`src/rtl/ram_stream_reader.sv`:
```
// rtl/ram_stream_reader.sv - streams a (start address, length) window out of a 1-cycle-latency RAM
// Reads are throttled by a credit count so the 3-entry output buffer can never overflow.
module ram_stream_reader #(
  parameter  int DATA_DEPTH = 256,
  parameter  int DATA_WIDTH = 32,
  localparam int ADDR_WIDTH = $clog2(DATA_DEPTH),
  localparam int LEN_WIDTH  = ADDR_WIDTH + 1
) (
  input  logic                  clk,
  input  logic                  rst,
  input  logic                  cmd_valid_i,
  output logic                  cmd_ready_o,
  input  logic [ADDR_WIDTH-1:0] cmd_addr_i,
  input  logic [LEN_WIDTH-1:0]  cmd_len_i,
  output logic                  ram_en_o,
  output logic [ADDR_WIDTH-1:0] ram_addr_o,
  input  logic [DATA_WIDTH-1:0] ram_data_i,
  output logic                  data_valid_o,
  input  logic                  data_ready_i,
  output logic [DATA_WIDTH-1:0] data_o,
  output logic                  last_o,
  output logic                  busy_o,
  output logic                  done_o
);

  typedef enum logic [1:0] {IDLE, ISSUE, DRAIN} state_t;

  state_t                state_q;
  logic                  cmd_ready_q;
  logic                  ram_en_q;
  logic [ADDR_WIDTH-1:0] ram_addr_q;
  logic [ADDR_WIDTH-1:0] addr_q;
  logic [LEN_WIDTH-1:0]  issue_cnt_q;
  logic [LEN_WIDTH-1:0]  out_cnt_q;
  logic                  done_q;

  logic                  inflight_q;
  logic [DATA_WIDTH-1:0] mem_q [3];
  logic [1:0]            wr_ptr_q;
  logic [1:0]            rd_ptr_q;
  logic [1:0]            occ_q;
  logic [1:0]            occ_d;

  logic                  push;
  logic                  pop;
  logic [2:0]            credit_sum;
  logic                  credit;

  function automatic logic [ADDR_WIDTH-1:0] next_addr(input logic [ADDR_WIDTH-1:0] a);
    return (a == ADDR_WIDTH'(DATA_DEPTH - 1)) ? '0 : a + ADDR_WIDTH'(1);
  endfunction

  function automatic logic [1:0] next_ptr(input logic [1:0] p);
    return (p == 2'd2) ? 2'd0 : p + 2'd1;
  endfunction

  assign push = inflight_q;
  assign pop  = data_valid_o && data_ready_i;

  always_comb begin
    occ_d = occ_q;
    if (push && !pop) begin
      occ_d = occ_q + 2'd1;
    end else if (!push && pop) begin
      occ_d = occ_q - 2'd1;
    end
  end

  // A read issued next cycle lands two cycles later; post-edge occupancy plus the
  // read already on the RAM port must leave room for it.
  assign credit_sum = {1'b0, occ_d} + {2'b00, ram_en_q};
  assign credit     = credit_sum < 3'd3;

  always_ff @(posedge clk or posedge rst) begin
    if (rst) begin
      state_q     <= IDLE;
      cmd_ready_q <= 1'b0;
      ram_en_q    <= 1'b0;
      ram_addr_q  <= '0;
      addr_q      <= '0;
      issue_cnt_q <= '0;
      out_cnt_q   <= '0;
      done_q      <= 1'b0;
    end else begin
      ram_en_q <= 1'b0;
      done_q   <= 1'b0;
      if (pop) begin
        out_cnt_q <= out_cnt_q - LEN_WIDTH'(1);
        if (out_cnt_q == LEN_WIDTH'(1)) begin
          done_q <= 1'b1;
        end
      end
      case (state_q)
        IDLE: begin
          cmd_ready_q <= 1'b1;
          if (cmd_valid_i && cmd_ready_q) begin
            cmd_ready_q <= 1'b0;
            out_cnt_q   <= cmd_len_i;
            if (cmd_len_i == '0) begin
              state_q <= DRAIN;
              done_q  <= 1'b1;
            end else begin
              state_q     <= ISSUE;
              ram_en_q    <= 1'b1;
              ram_addr_q  <= cmd_addr_i;
              addr_q      <= next_addr(cmd_addr_i);
              issue_cnt_q <= cmd_len_i - LEN_WIDTH'(1);
            end
          end
        end
        ISSUE: begin
          if (issue_cnt_q == '0) begin
            state_q <= DRAIN;
          end else if (credit) begin
            ram_en_q    <= 1'b1;
            ram_addr_q  <= addr_q;
            addr_q      <= next_addr(addr_q);
            issue_cnt_q <= issue_cnt_q - LEN_WIDTH'(1);
          end
        end
        DRAIN: begin
          if (out_cnt_q == '0) begin
            state_q     <= IDLE;
            cmd_ready_q <= 1'b1;
          end
        end
        default: begin
          state_q <= IDLE;
        end
      endcase
    end
  end

  always_ff @(posedge clk or posedge rst) begin
    if (rst) begin
      inflight_q <= 1'b0;
      wr_ptr_q   <= '0;
      rd_ptr_q   <= '0;
      occ_q      <= '0;
      for (int i = 0; i < 3; i++) begin
        mem_q[i] <= '0;
      end
    end else begin
      inflight_q <= ram_en_q;
      occ_q      <= occ_d;
      if (push) begin
        mem_q[wr_ptr_q] <= ram_data_i;
        wr_ptr_q        <= next_ptr(wr_ptr_q);
      end
      if (pop) begin
        rd_ptr_q <= next_ptr(rd_ptr_q);
      end
    end
  end

  assign cmd_ready_o  = cmd_ready_q;
  assign ram_en_o     = ram_en_q;
  assign ram_addr_o   = ram_addr_q;
  assign data_valid_o = occ_q != 2'd0;
  assign data_o       = mem_q[rd_ptr_q];
  assign last_o       = data_valid_o && (out_cnt_q == LEN_WIDTH'(1));
  assign busy_o       = state_q != IDLE;
  assign done_o       = done_q;

endmodule

```
`config.mk`:
```
export PLATFORM = sky130hd
export DESIGN_NAME = ram_stream_reader
export DESIGN_NICKNAME = d
export VERILOG_FILES = /design/src/rtl/ram_stream_reader.sv
export SDC_FILE = /design/constraint.sdc
export NUM_CORES = 1
export LEC_CHECK = 0
export ABC_CLOCK_PERIOD_IN_PS = 6550
export BUFFER_PORTS_ARGS = -buffer_cell sky130_fd_sc_hd__buf_2
export CORE_AREA = 8 8 145 147
export DETAILED_ROUTE_END_ITERATION = 8
export DIE_AREA = 0 0 153 155
export GPL_TIMING_DRIVEN = 0
export SLEW_MARGIN = 10
export SYNTH_ARGS = -nofsm -noshare
export SYNTH_HDL_FRONTEND = slang
export SYNTH_SLANG_ARGS = --single-unit
```
`constraint.sdc`:
```
create_clock -name clk -period 6.55 [get_ports clk]
set_input_delay 0.3275 -clock clk [delete_from_list [all_inputs] [get_ports clk]]
set_output_delay 0.3275 -clock clk [all_outputs]
set_load 0.02 [all_outputs]
```
==> implementation parameters <==
Parameter                              Value

Run status
  Outcome ... finished clean

Placed design
  PortBufs ... 98
  HPWL Detailed ... 12.0 mm
  Cell area after placement ... 7820 µm²
  Final estimated routing congestion in global placement ... 0.835
  Post-placement cell count ... 981

Pwr
  Gate power share ... 46.9%
  Relative contribution of sequential cells to total power ... 33.3%
  Switching power total ... 1.97 mW
  Internal Dissipation ... 2.88 mW
  Sw Ratio ... 40.7%
  Total power per unit cell area ... 576 nW/µm²
  Worst vdd rail ir drop ... 245 µV
  Leakage Power ... 3.65 nW
  Portion of total power attributed to the clock network ... 19.8%

Floorplanning
  Boundary pin count ... 99
  Starting density of the core ... 36.9%
  Die Footprint ... 23700 µm²
  Die extent in x ... 153 µm
  Die height ... 155 µm
  Core box area ... 19000 µm²
  Number of placement rows ... 51

Routing
  First-pass iteration count of the detailed router ... 5
  Final antenna-violating net count ... 0
  Routed length per instance ... 16.9 µm
  Initial DRC Count ... 228
  Remaining DRCs ... 0
  Vias post-DR ... 5288
  Routed wire length ... 17.2 mm
  Routed via count divided by cell count ... 5.21

Critical path
  Maximum fanout along the worst path ... 10
  Longest individual stage delay on the worst path ... 0.46 ns
  Crit-path cells ... nand2b_1, buf_6, clkbuf_1, clkbuf_1, mux2i_1, ha_1, and4_1, clkbuf_1, nor3_1, a311o_1, a22o_1
  Capturing element type of the critical path ... flip-flop
  Most frequent CP cell ... clkbuf_1
  Required time of the worst setup path ... 6.86 ns
  Startpoint-to-endpoint class of the critical path ... flip-flop to flip-flop
  Data arrival time of the critical path ... 3.54 ns
  Cell with the biggest individual delay on the critical path ... clkbuf_1
  Nature of the critical path startpoint ... flip-flop

Clock network
  Clock tree from TritonCTS ... done
  Cell chosen for the clock root ... clkbuf_16
  Clock tree buffer depth ... 2
  # H-tree levels ... 4
  Clock latency at the later pin of the worst-skew pair ... 0.42 ns
  Num Clock Sinks ... 142
  Clock-pin slew reported for the worst setup and hold paths after clock tree synthesis ... 0.06 ns
  Number of clock buffers inserted by TritonCTS ... 17

Timing
  Final hold viol count ... 0
  Share of the cycle needed by the critical path after routing ... 49.3%
  Shortest clock period the worst path allows after layout ... 3.23 ns
  Slew of the pin with the lowest slew margin ... 0.825 ns
  Relative slew margins ... 45.0%
  Post-Route Skew ... 0.00713 ns
  Final total negative setup slack ... 0 ns
  Count of endpoints failing setup in the final report ... 0
  RSZ-0062 raised after global routing ... no
  Max-slew violation total from the final report ... 0
  Maximum clock frequency ... 310 MHz

Yosys
  Average size of a mapped cell ... 10.9 µm²
  Post-synth cell types ... 57
  Most instantiated flip-flop cell in the synthesis netlist ... dfrtp_1
  Count of mapped cells out of synthesis ... 644
  Synth warn ... 0
  FF+latch count, synth ... 142
  FFs w/ async S/R, synth ... 100%
  Number of flops mapped to enable cells by yosys ... 0
  Syn Std Cell Area ... 7000 µm²
  Number of nets in the synthesized netlist ... 705
  Sequential-to-total area share from yosys stat ... 50.8%

GRT
  Vias in the first global route ... 5492
  GRT overflow ... 0
  Total global routing track utilization ... 15.0%
  Initial antenna violation count ... 1
  Met3 usage in global routing ... 4.19%
  Met1 demand-to-capacity share in global routing ... 19.0%
  Largest net degree at the start of global routing ... 73
  Global Route met2 Usage ... 24.8%
  GRT Max-Usage Layer ... met2
  First-pass GRT wire length ... 28.7 mm

Finish
  Number of nets at the end of the flow ... 824
  Top library cells by usage in the layout, fill and taps aside ... dfrtp_1 (142), buf_2 (112), mux2_2 (95), nand2_1 (73), o21ai_0 (61)
  Area overhead of the layout relative to synthesis ... 20.3%
  Final cell count without fillers ... 1014
  Fillers ... 1807
  Commonest non-fill, non-tap cell in the layout ... dfrtp_1
  Fraction of final layout cells sized beyond drive strength 1 ... 32.2%
  Antenna Diode Count ... 0
  Design Area, Final ... 8420 µm²

Hold path
  Path category of the worst min-delay check ... input port to flip-flop

Run
  Number of max-cap violations ... 0
[power groups by stage]
| stage | Sequential, mW | Combinational [mW] | Clock [mW] |
|---|---|---|---|
| final | 1.62 | 2.27 | 0.959 |
| after global routing | 1.69 | 2.53 | 1.02 |
| after CTS | 1.62 | 2.31 | 0.985 |
| after global placement | 1.62 | 2.27 | 0 |
| after floorplan | 1.59 | 1.64 | 0 |
| after detailed placement | 1.63 | 2.31 | 0 |
[final timing paths]
| check | startpoint | end | slack (ns) | cells past startpoint |
|---|---|---|---|---|
| max | state_q[1] | issue_cnt_q[6] | 3.32 | 11 |
| min | ram_data_i[23] | mem_q[23] | 0.16 | 2 |
| max reg2reg | state_q[1] | issue_cnt_q[6] | 3.32 | 11 |
| min reg2reg | ram_en_o | inflight_q | 0.41 | 0 |
| max in group asynchronous | rst | mem_q[5] | 5.31 | 4 |
| min in group asynchronous | rst | ram_addr_o[2] | 0.50 | 3 |
[kinds of logic after synthesis]
group | after synthesis | share of synthesized area [%]
AO/OA/AOI/OAI | 127 | 10.8
XOR/XNOR | 14 | 1.75
adder cells (fa/ha/maj) | 9 | 1.57
buffers and inverters | 53 | 3.20
flip-flops | 142 | 50.8
multiplexers | 134 | 21.0
AND/OR/NAND/NOR | 165 | 10.9
[critical path: cells and delay by family (launching register included)]
kind            cells  cell delay, ns
buf+inv             4            1.20
compound gates      2            0.49
fa+ha+maj           1            0.32
mux                 1            0.25
simple gates        3            0.45
flops               1            0.41
[per-layer routing]
metal	vias up	wire length [µm]
li1	2551	-
met1	2595	7890
met2	121	8140
met3	19	919
met4	2	203
met5	-	9
[layout make-up]
class | count | area [µm²] | area share [%]
tap | 238 | 298 | 3.54
clock inverter | 15 | 160 | 1.90
sequential | 142 | 3550 | 42.2
timing repair buffer | 100 | 528 | 6.27
buffer | 38 | 168 | 1.99
multi-input combinational | 449 | 3220 | 38.3
inverter | 15 | 63.8 | 0.758
clock buffer | 17 | 425 | 5.05
[cell usage after synthesis (12+ instances only)]
cell type  count  area, µm²
mux2_2        95       1070
buf_2         14       70.1
clkbuf_1      20       75.1
dfrtp_1      142       3550
o21ai_0       61        305
mux2i_1       36        360
inv_1         14       52.6
a21oi_1       21        105
nand2_1       73        274
nand3_1       13       65.1
a31oi_1       12       75.1
nor2_1        36        135
[sequential cells by signal (all words and copies together) (netlist names)]
| signal | cells |
|---|---|
| rd_ptr_q | 2 |
| wr_ptr_q | 2 |
| mem_q | 96 |
| issue_cnt_q | 9 |
| state_q | 2 |
| inflight_q | 1 |
| out_cnt_q | 9 |
| addr_q | 8 |
| done_o | 1 |
| cmd_ready_o | 1 |
| occ_q | 2 |
| ram_en_o | 1 |
| ram_addr_o | 8 |
[what timing repair did]
action                                 in CTS  in global routing
hold buffers                                1                  0
endpoints found under the hold margin      70                  0
buffers inserted                            0                  0
resized for setup                           0                  0
[stage by stage]
stage	hold slack [ns]	setup slack (ns)	util (%)	power (mW)
2_1_floorplan	0.444	2.41	-	3.24
3_3_place_gp	0.409	0.568	41.1	3.89
3_5_place_dp	0.411	3.39	41.3	3.94
4_1_cts	0.143	3.36	44.4	4.92
5_1_grt	0.153	3.16	44.4	5.24
6_report	0.158	3.32	44.4	4.85
Note: power is estimated with default switching activity, not from simulation.
